===== src/rtl/sprite_pkg.sv =====
// sprite_pkg: shared direction/edge-mode types, keycode defaults and helpers for sprite_mover
package sprite_pkg;

    typedef enum logic [1:0] {UP = 2'd0, DOWN = 2'd1, LEFT = 2'd2, RIGHT = 2'd3} dir_t;

    typedef enum logic [1:0] {STOP = 2'd0, BOUNCE = 2'd1, WRAP = 2'd2} edge_mode_t;

    localparam logic [7:0] KEY_UP_DEF    = 8'h1A;
    localparam logic [7:0] KEY_LEFT_DEF  = 8'h04;
    localparam logic [7:0] KEY_DOWN_DEF  = 8'h16;
    localparam logic [7:0] KEY_RIGHT_DEF = 8'h07;

    // UP<->DOWN and LEFT<->RIGHT differ only in the low bit of the encoding
    function automatic dir_t opposite(input dir_t d);
        return dir_t'(d ^ 2'b01);
    endfunction

endpackage


===== src/rtl/sprite_mover_key_to_dir.sv =====
// key_to_dir: combinational keycode to {valid, direction} decoder
module key_to_dir
    import sprite_pkg::*;
#(
    parameter logic [7:0] KEY_UP    = KEY_UP_DEF,
    parameter logic [7:0] KEY_LEFT  = KEY_LEFT_DEF,
    parameter logic [7:0] KEY_DOWN  = KEY_DOWN_DEF,
    parameter logic [7:0] KEY_RIGHT = KEY_RIGHT_DEF
)(
    input  logic [7:0] keycode,
    output logic       valid,
    output dir_t       dir
);

    assign valid = keycode == KEY_UP || keycode == KEY_LEFT || keycode == KEY_DOWN || keycode == KEY_RIGHT;
    assign dir   = keycode == KEY_DOWN  ? DOWN  :
                   keycode == KEY_LEFT  ? LEFT  :
                   keycode == KEY_RIGHT ? RIGHT : UP;

endmodule


===== src/rtl/sprite_mover.sv =====
// sprite_mover: per-frame maze sprite position engine with buffered turns and screen-edge handling
module sprite_mover
    import sprite_pkg::*;
#(
    parameter int         W         = 10,
    parameter int         X_MIN     = 0,
    parameter int         X_MAX     = 639,
    parameter int         Y_MIN     = 0,
    parameter int         Y_MAX     = 479,
    parameter int         X_START   = 320,
    parameter int         Y_START   = 240,
    parameter int         SIZE      = 4,
    parameter int         STEP      = 1,
    parameter int         TILE      = 8,
    parameter edge_mode_t EDGE_MODE = STOP,
    parameter logic [7:0] KEY_UP    = KEY_UP_DEF,
    parameter logic [7:0] KEY_LEFT  = KEY_LEFT_DEF,
    parameter logic [7:0] KEY_DOWN  = KEY_DOWN_DEF,
    parameter logic [7:0] KEY_RIGHT = KEY_RIGHT_DEF
)(
    input  logic         frame_clk,
    input  logic         Reset_n,
    input  logic [7:0]   keycode,
    input  logic         freeze,
    input  logic [3:0]   blocked,
    output logic [W-1:0] pos_x,
    output logic [W-1:0] pos_y,
    output dir_t         dir,
    output logic         moving,
    output logic         aligned,
    output logic         bumped
);

    localparam int TB = $clog2(TILE);
    localparam logic [W-1:0] STP   = W'(STEP);
    localparam logic [W-1:0] XLO   = W'(X_MIN + SIZE);
    localparam logic [W-1:0] XHI   = W'(X_MAX - SIZE);
    localparam logic [W-1:0] YLO   = W'(Y_MIN + SIZE);
    localparam logic [W-1:0] YHI   = W'(Y_MAX - SIZE);
    // Thresholds compare the current position so pos +/- STEP never wraps through zero
    localparam logic [W-1:0] XLO_T = W'(X_MIN + SIZE + STEP);
    localparam logic [W-1:0] XHI_T = W'(X_MAX - SIZE - STEP);
    localparam logic [W-1:0] YLO_T = W'(Y_MIN + SIZE + STEP);
    localparam logic [W-1:0] YHI_T = W'(Y_MAX - SIZE - STEP);

    logic         key_valid;
    dir_t         key_dir;
    logic         pend_valid;
    dir_t         pend_dir;
    logic         take;
    logic         nm;
    logic         nb;
    dir_t         nd;
    logic [W-1:0] nx;
    logic [W-1:0] ny;

    key_to_dir #(
        .KEY_UP    (KEY_UP),
        .KEY_LEFT  (KEY_LEFT),
        .KEY_DOWN  (KEY_DOWN),
        .KEY_RIGHT (KEY_RIGHT)
    ) u_key (
        .keycode (keycode),
        .valid   (key_valid),
        .dir     (key_dir)
    );

    assign aligned = ~|pos_x[TB-1:0] && ~|pos_y[TB-1:0];

    // Decide heading first, then step along that heading with edge handling, all in one frame
    always_comb begin
        nd   = dir;
        nm   = moving;
        nb   = 1'b0;
        take = 1'b0;
        nx   = pos_x;
        ny   = pos_y;
        if (pend_valid && pend_dir == opposite(dir)) begin
            nd   = pend_dir;
            nm   = 1'b1;
            take = 1'b1;
        end else if (aligned && pend_valid && !blocked[pend_dir]) begin
            nd   = pend_dir;
            nm   = 1'b1;
            take = 1'b1;
        end else if (aligned && blocked[dir]) begin
            nm = 1'b0;
            nb = moving;
        end
        if (nm) begin
            case (nd)
                UP:
                    if (pos_y < YLO_T) begin
                        nb = 1'b1;
                        if (EDGE_MODE == BOUNCE) begin
                            nd = DOWN;
                            ny = pos_y + STP;
                        end else begin
                            ny = YLO;
                            nm = 1'b0;
                        end
                    end else ny = pos_y - STP;
                DOWN:
                    if (pos_y > YHI_T) begin
                        nb = 1'b1;
                        if (EDGE_MODE == BOUNCE) begin
                            nd = UP;
                            ny = pos_y - STP;
                        end else begin
                            ny = YHI;
                            nm = 1'b0;
                        end
                    end else ny = pos_y + STP;
                LEFT:
                    if (pos_x < XLO_T) begin
                        if (EDGE_MODE == WRAP) nx = XHI;
                        else if (EDGE_MODE == BOUNCE) begin
                            nd = RIGHT;
                            nx = pos_x + STP;
                            nb = 1'b1;
                        end else begin
                            nx = XLO;
                            nm = 1'b0;
                            nb = 1'b1;
                        end
                    end else nx = pos_x - STP;
                default:
                    if (pos_x > XHI_T) begin
                        if (EDGE_MODE == WRAP) nx = XLO;
                        else if (EDGE_MODE == BOUNCE) begin
                            nd = LEFT;
                            nx = pos_x - STP;
                            nb = 1'b1;
                        end else begin
                            nx = XHI;
                            nm = 1'b0;
                            nb = 1'b1;
                        end
                    end else nx = pos_x + STP;
            endcase
        end
    end

    // Keep the latest mapped key as the pending turn, even when paused; applying it clears it
    always_ff @(posedge frame_clk or negedge Reset_n) begin
        if (!Reset_n) begin
            pend_valid <= 1'b0;
            pend_dir   <= UP;
        end else if (key_valid) begin
            pend_valid <= 1'b1;
            pend_dir   <= key_dir;
        end else if (take && !freeze) pend_valid <= 1'b0;
    end

    // Motion state register; freeze holds everything and suppresses the bump pulse
    always_ff @(posedge frame_clk or negedge Reset_n) begin
        if (!Reset_n) begin
            pos_x  <= W'(X_START);
            pos_y  <= W'(Y_START);
            dir    <= LEFT;
            moving <= 1'b0;
            bumped <= 1'b0;
        end else begin
            bumped <= nb && !freeze;
            if (!freeze) begin
                pos_x  <= nx;
                pos_y  <= ny;
                dir    <= nd;
                moving <= nm;
            end
        end
    end

endmodule


===== config.mk =====
export PLATFORM = sky130hd
export DESIGN_NAME = sprite_mover
export DESIGN_NICKNAME = d
export VERILOG_FILES = /design/src/rtl/sprite_pkg.sv /design/src/rtl/sprite_mover_key_to_dir.sv /design/src/rtl/sprite_mover.sv
export SDC_FILE = /design/constraint.sdc
export NUM_CORES = 1
export LEC_CHECK = 0
export CAP_MARGIN = 10
export CORE_ASPECT_RATIO = 0.9
export CORE_MARGIN = 2
export CORE_UTILIZATION = 35
export CTS_CLUSTER_DIAMETER = 40
export DETAILED_ROUTE_END_ITERATION = 10
export HOLD_SLACK_MARGIN = 0.05
export MAX_ROUTING_LAYER = met4
export PLACE_DENSITY = 0.59
export SYNTH_ARGS = -nofsm -noshare
export SYNTH_HDL_FRONTEND = slang
export SYNTH_SLANG_ARGS = --single-unit
export TNS_END_PERCENT = 5

===== constraint.sdc =====
create_clock -name frame_clk -period 3.08 [get_ports frame_clk]
set_input_delay 0.616 -clock frame_clk [delete_from_list [all_inputs] [get_ports frame_clk]]
set_output_delay 0.616 -clock frame_clk [all_outputs]
set_load 0.005 [all_outputs]

# --- Yosys cells after proc, flatten, opt, wreduce, memory -nomap -nowiden ---
# Index checks and enable logic that the tools add are counted.
totals:
  word_cells: 86
  regBits: 27
  input_bits: 15
op_classes:
  n_bitwise: 3
  n_reduce_logical: 22
  mux: 37
  add_sub_neg: 4
  order_cmp: 6
  n_eq_ne: 7
op_table:
  columns: ["cell", "count"]
  rows:
  - ["$mux 10", 4]
  - ["$pmux 10 s2", 2]
  - ["$mux 1", 22]
  - ["$add 10x1->10 const B", 2]
  - ["$lt 10x3->1 const B", 2]
  - ["$sub 10x1->10 const B", 2]
  - ["$eq 8x3->1 const B", 2]
  - ["$eq 8x5->1 const B", 2]
  - ["$gt 10x10->1 const B", 1]
  - ["$gt 10x9->1 const B", 1]
  - ["$mux 2", 5]
  - ["$logic_and 1x1->1", 7]
  - ["$lt 2x3->1 const B", 2]
  - ["$pmux 1 s3", 2]
  - ["$reduce_and 3->1", 2]
  - ["$reduce_or 3->1", 2]
  - ["$bmux 1 s2", 2]
  - ["$logic_not 1->1", 4]
  - ["$reduce_bool 2->1", 2]
  - ["$logic_or 1x1->1", 3]
  - ["$not 1->1", 3]
  - ["$eq 2x1->1 const B", 1]
  - ["$eq 2x2->1", 1]
  - ["$eq 2x2->1 const B", 1]
  - ["other kinds (2)", 2]

# --- Depth between registers and ports, before layout ---
logic_depth:
  depth_word: 11
  ltp_mapped: 12
  mapped_depth_nobuf: 10

# --- By module ---
# From an unflattened synthesis, not the netlist that was laid out.
hier_totals:
  hier_cells: 303
  hier_area_um2: 2593.7
by_module_without_submodules:
  columns: ["mod", "cells_per_inst", "n_inst", "area_per_inst_um2", "seq_area_each_um2"]
  rows:
  - ["sprite_mover", 292, 1, 2497.4, 684.4]
  - ["key_to_dir", 11, 1, 96.3, 0.0]

# --- Least setup slack after synthesis ---
# Ideal clock, no wire load.
synth_path:
  kind: "input to register"
  from: "input port blocked[3]"
  to: "register pos_x[2]"
  setup_ns: 0.124
  arrival_time_ns: 2.324
  n_path_buf: 2
  required_time_ns: 2.956
  path_slack_ns: 0.632
  stages: 7
  cell_sequence: "mux4_2 > nor3_4 > nor2_4 > or3_1 > buf_6 > buf_8 > a211o_1"
synth_via:
  elab_chain_cells: 10
  elab_cells_between_ends: 19
  cone_classes: "eq/ne (2); mux (10); bitwise (1); reduce/logical (6)"
synth_lines:
  columns: ["element", "line_no", "source"]
  rows:
  - ["start: declaration", "sprite_mover.sv:25", "input logic [3:0] blocked,"]
  - ["$bmux 1 s2", "sprite_mover.sv:82", "end else if (aligned && pend_valid && !blocked[pend_dir]) begin"]
  - ["$mux 1 (not written as such)", "sprite_mover.sv:82", null]
  - ["$logic_not 1->1", "sprite_mover.sv:82", null]
  - ["$logic_and 1x1->1", "sprite_mover.sv:82", null]
  - ["$mux 2", "sprite_mover.sv:82", null]
  - ["$mux 2", "sprite_mover.sv:78", "if (pend_valid && pend_dir == opposite(dir)) begin"]
  - ["$eq 2x1->1 or $logic_not 2->1 (tied branches)", "sprite_mover.sv:91", "case (nd)"]
  - ["$reduce_or 2->1 (no source line)", null, null]
  - ["$not 1->1 (no source line)", null, null]
  - ["$reduce_and 3->1 (no source line)", null, null]
  - ["end signal: assignment", "sprite_mover.sv:158", "pos_x <= W'(X_START);"]
  - ["end signal: assignment", "sprite_mover.sv:166", "pos_x <= nx;"]
  - ["end: declaration", "sprite_mover.sv:26", "output logic [W-1:0] pos_x,"]
# Parallel ways exist; a longest one is shown, timed or not. The select of a mux whose other input is x is not followed.
# A chain may end at the register's enable or synchronous reset.

# --- Worst setup path in the final report ---
layout_path:
  from: "register pos_x[0]"
  to: "output port aligned"
layout_via:
  elab_chain_cells: 3
layout_lines:
  columns: ["element", "line_no", "source"]
  rows:
  - ["$reduce_or 3->1", "sprite_mover.sv:68", "assign aligned = ~|pos_x[TB-1:0] && ~|pos_y[TB-1:0];"]
  - ["$logic_not 1->1", "sprite_mover.sv:68", null]
  - ["$logic_and 1x1->1", "sprite_mover.sv:68", null]
  - ["end: declaration", "sprite_mover.sv:30", "output logic aligned,"]
# No other way between the ends.

==> results.md <==
- The run finished with clean final reports.
- For the finished layout, the period the worst path requires is 2.827 ns.
- The overall routed net length is 6357 um.
- The congestion estimate from routability-driven global placement came to 0.9022.
- The switching portion of total power is 42.86%.
- TritonCTS built the clock tree.
- Cells with a size suffix above 1 make up 14.77% of the layout.
- The critical path starts at pos_x[0].
- From bottom edge to top edge, the die measures 81.44 um.
- The multi-input combinational cells in the finished layout cover a total of 1501 um2.
- The antenna diode instance count is 0.
- Measured against its own limit, the worst slew margin works out to 55.75%.
- Registers take 684.4 um2.
- The data arrival time of the critical path is 2.21 ns.
- The starting utilization of the core area is 35.79%.
- The final count of pins violating max slew came to 0.
- The number of filler cells placed in the layout is 662.
- The number of maximum-capacitance constraint violations is 0.
- The most instantiated flip-flop cell in the synthesis netlist is sky130_fd_sc_hd__dfrtp_1.
- Global routing used 18.37% of the available tracks.
- The post-layout net count is 349.
- The critical register-to-register path startpoint is pos_x[0].
- The critical path endpoint category is an output port.
- The synthesized area per cell is 8.450 um2.
- The width of the chip is 90.05 um.
- Among all stages on the critical path, the largest delay is contributed by sky130_fd_sc_hd__clkdlybuf4s50_1.
- After synthesis the cells add up to 2332 um2.
- The synthesis-stage register bit count is 27.
- For this block, the initial DRC count from the detailed router was 125.
- The worst-case IR drop observed on VDD is 0.3765 mV.
- Counting tap cells, the placed design contains a total of 411 instances.
- The count of buffers added on input and output ports is 39.
- The measured slew at the worst slew-check pin is 0.6578 ns.
- After floorplanning, the core was sized to cover 6516 um2.
- The largest fanout of any net on the critical path is 8.
- The first-pass detailed-route iteration total is 4.
- Summed over all nets, the switching power comes to 0.0007606 W.
- The clock transition at the registers of the reported paths is 0.10 ns.
- Setup repair after global routing left no endpoint under its margin.
- The post-detailed-route wirelength per cell is 15.32 um.
- For this design the static power due to leakage is 1.144 nW.
- The first global-routing pass estimated 10750 um of wire.
- In this design, the stage delay of the slowest critical-path cell is 0.51 ns.
- The growth of design area from synthesis to finish is 25.91%.
- The tree is rooted in a sky130_fd_sc_hd__clkbuf_8.
- The worst hold path begins at dir[1].
- The number of failing hold endpoints at the final stage is 0.
- The critical path goes through inv_1, ha_1, ha_1, nand3b_1, inv_1, clkdlybuf4s50_1.
- Once detail routing completed, the nets flagged for antenna violations numbered 0.
- Internal power comes to 0.001014 W.
- Once the clock tree was built, the setup fixing pass inserted 0 buffers.
- STA classifies the critical path startpoint as a register.
- The final setup skew is 0.009807 ns.
- The power per unit of standard cell area is 604.3 nW/um2.
- The number of global-route vias before repair came to 2183.
- Row generation in the floorplan step produced 28 rows.
- Entering global routing, the biggest net connects 28 pins.
- The required time at the worst-slack endpoint is 2.46 ns.
- The total nets after synthesis is 299.
- The tightest min-delay check is of the reg2reg type.
- The critical path start-end classification is reg2out.
- The number of gates resized after cts is 0.
- The number of buffers on the longest clock path is 2.
- The die covers 7333 um2.
- The async set or reset register ratio after synthesis is 100.0%.
- The fmax is 353.8 MHz.
- Counting flops with a built-in enable in the synthesized netlist gives 0.
- The synthesized netlist cell count is 276.
- The number of primary I/O pins is 40.
- The clock network is responsible for 12.1% of the overall power.
- TritonCTS created 3 clock buffers.
- Dividing the final minimum period by the clock period gives 91.78%.
- Sequential cells account for 37.2% of the total power.
- Once detailed placement completed, the half-perimeter wirelength came to 4767 um.
- The insertion delay to the later sink of the worst-skew pair is 0.28 ns.
- The sequential share of the synthesized area is 29.35%.
- The final instance count without filler cells is 415.
- The total setup violations reported at the end of the flow is 0.
- The reg2reg setup slack is 0.33 ns.
- The count of vias placed by the detailed router is 2360.
- Summed over all failing endpoints, the final setup total negative slack is 0 ns.
- The final routed DRC violation total is 0.
- The total overflow left after global routing is 0.
- CTS built an H-tree with a depth of 1.
- The number of hold buffers added after CTS was 0.
- The Yosys step of the flow raised 0 warnings.
- The clock sink count is 27.
- The via density per instance is 5.687.
- The worst hold margin is 0.5062 ns.
- The number of antenna violations at the first check in global routing was 0.
- After synthesis, the netlist uses 70 different library cells.
- The combinational cell fraction of total power is 50.7%.
## metal layers
layer	GRT usage (%)	vias up	part of all wire [%]
met5	-	-	0
met3	3.211	10	5.9
met2	29.85	84	47
met1	24.00	1109	45
met4	5.077	0	1.8
li1	-	1157	-
## worst paths after layout
check / to / cells after the start
max: aligned / 6
max in group asynchronous: pos_y[7] / 2
min: dir[1] / 2
max reg2reg: pos_y[3] / 9
min in group asynchronous: pos_x[4] / 2
min reg2reg: dir[1] / 2
## kinds of logic (layout without fill, tap and decap cells)
logic type               Yosys count  in the layout  synth area share [%]
buffers and inverters             28             77                 6.276
multiplexers                       5              5                 3.326
flip-flops                        27             27                 29.35
AND/OR/NAND/NOR                  108            108                 24.89
XOR/XNOR                           9              9                 3.380
AO/OA/AOI/OAI                     91             91                 28.49
adder cells (fa/ha/maj)            8              8                 4.292
## critical path, delay by kind of cell, from the launching register on
family,cells,cell delay (ns)
buf+inv,3,0.77
flops,1,0.49
fa+ha+maj,2,0.42
simple gates,1,0.24
## synthesized netlist by cell type (6+ instances only)
cell / count / share of area, %
sky130_fd_sc_hd__clkbuf_1: 6 / 0.97
sky130_fd_sc_hd__nand2b_1: 6 / 1.6
sky130_fd_sc_hd__ha_1: 8 / 4.3
sky130_fd_sc_hd__o21ai_0: 18 / 3.9
sky130_fd_sc_hd__nand3_1: 15 / 3.2
sky130_fd_sc_hd__nor3_1: 14 / 3.0
sky130_fd_sc_hd__a21oi_1: 16 / 3.4
sky130_fd_sc_hd__dfrtp_1: 20 / 21
sky130_fd_sc_hd__dfstp_2: 7 / 7.9
sky130_fd_sc_hd__nand2_1: 22 / 3.5
sky130_fd_sc_hd__nor2_1: 23 / 3.7
sky130_fd_sc_hd__inv_1: 14 / 2.3
sky130_fd_sc_hd__xnor2_1: 6 / 2.3
## power by group through the flow
stage / clock, W / combinational (W) / sequential [W]
2_1_floorplan: 0 / 0.000586 / 0.000609
4_1_cts: 0.000221 / 0.000904 / 0.000661
3_5_place_dp: 0 / 0.000901 / 0.000667
5_1_grt: 0.000237 / 0.00101 / 0.000692
6_report: 0.000215 / 0.000899 / 0.000661
3_3_place_gp: 0 / 0.000894 / 0.000668
## layout by cell type, fill, tap and decap left out, types with 4 or more instances in the layout
master | netlist | final
sky130_fd_sc_hd__o31ai_1 | 5 | 5
sky130_fd_sc_hd__nand2b_1 | 6 | 6
sky130_fd_sc_hd__xnor2_1 | 6 | 6
sky130_fd_sc_hd__nor2_1 | 23 | 23
sky130_fd_sc_hd__inv_1 | 14 | 14
sky130_fd_sc_hd__o22ai_1 | 4 | 4
sky130_fd_sc_hd__and3_1 | 4 | 4
sky130_fd_sc_hd__a21oi_1 | 16 | 16
sky130_fd_sc_hd__buf_4 | 1 | 20
sky130_fd_sc_hd__ha_1 | 8 | 8
sky130_fd_sc_hd__nor4_1 | 5 | 5
sky130_fd_sc_hd__dfrtp_1 | 20 | 20
sky130_fd_sc_hd__a211oi_1 | 4 | 4
sky130_fd_sc_hd__nand3_1 | 15 | 15
sky130_fd_sc_hd__clkdlybuf4s50_1 | 0 | 39
sky130_fd_sc_hd__nor3_1 | 14 | 14
sky130_fd_sc_hd__dfstp_2 | 7 | 7
sky130_fd_sc_hd__o22a_1 | 4 | 4
sky130_fd_sc_hd__o21ai_0 | 18 | 18
sky130_fd_sc_hd__nand2_1 | 22 | 22
## sequential cells by signal, summed over array words and instances, names as in the netlist
register	count
dir	2
pos_x	10
moving	1
bumped	1
pend_dir	2
pos_y	10
pend_valid	1
## per-stage QoR
stage	worst slack (ns)	utilization, %	power [W]	cell area [um2]
detailed placement	0.07625	44.37	0.001569	2892
global route	0.07995	45.07	0.001936	2937
floorplan	0.6325	-	0.001195	2332
finish	0.2533	45.07	0.001775	2937
CTS	0.2521	45.07	0.001786	2937
global placement	0.1037	44.37	0.001562	2892
## final cells by class
cell class / instances / area share, %
inverter: 14 / 1.790
tap: 90 / 3.835
clock buffer: 4 / 1.534
timing repair buffer: 59 / 18.41
sequential: 27 / 23.31
multi-input combinational: 221 / 51.13
Power figures use the tool's default switching activity.
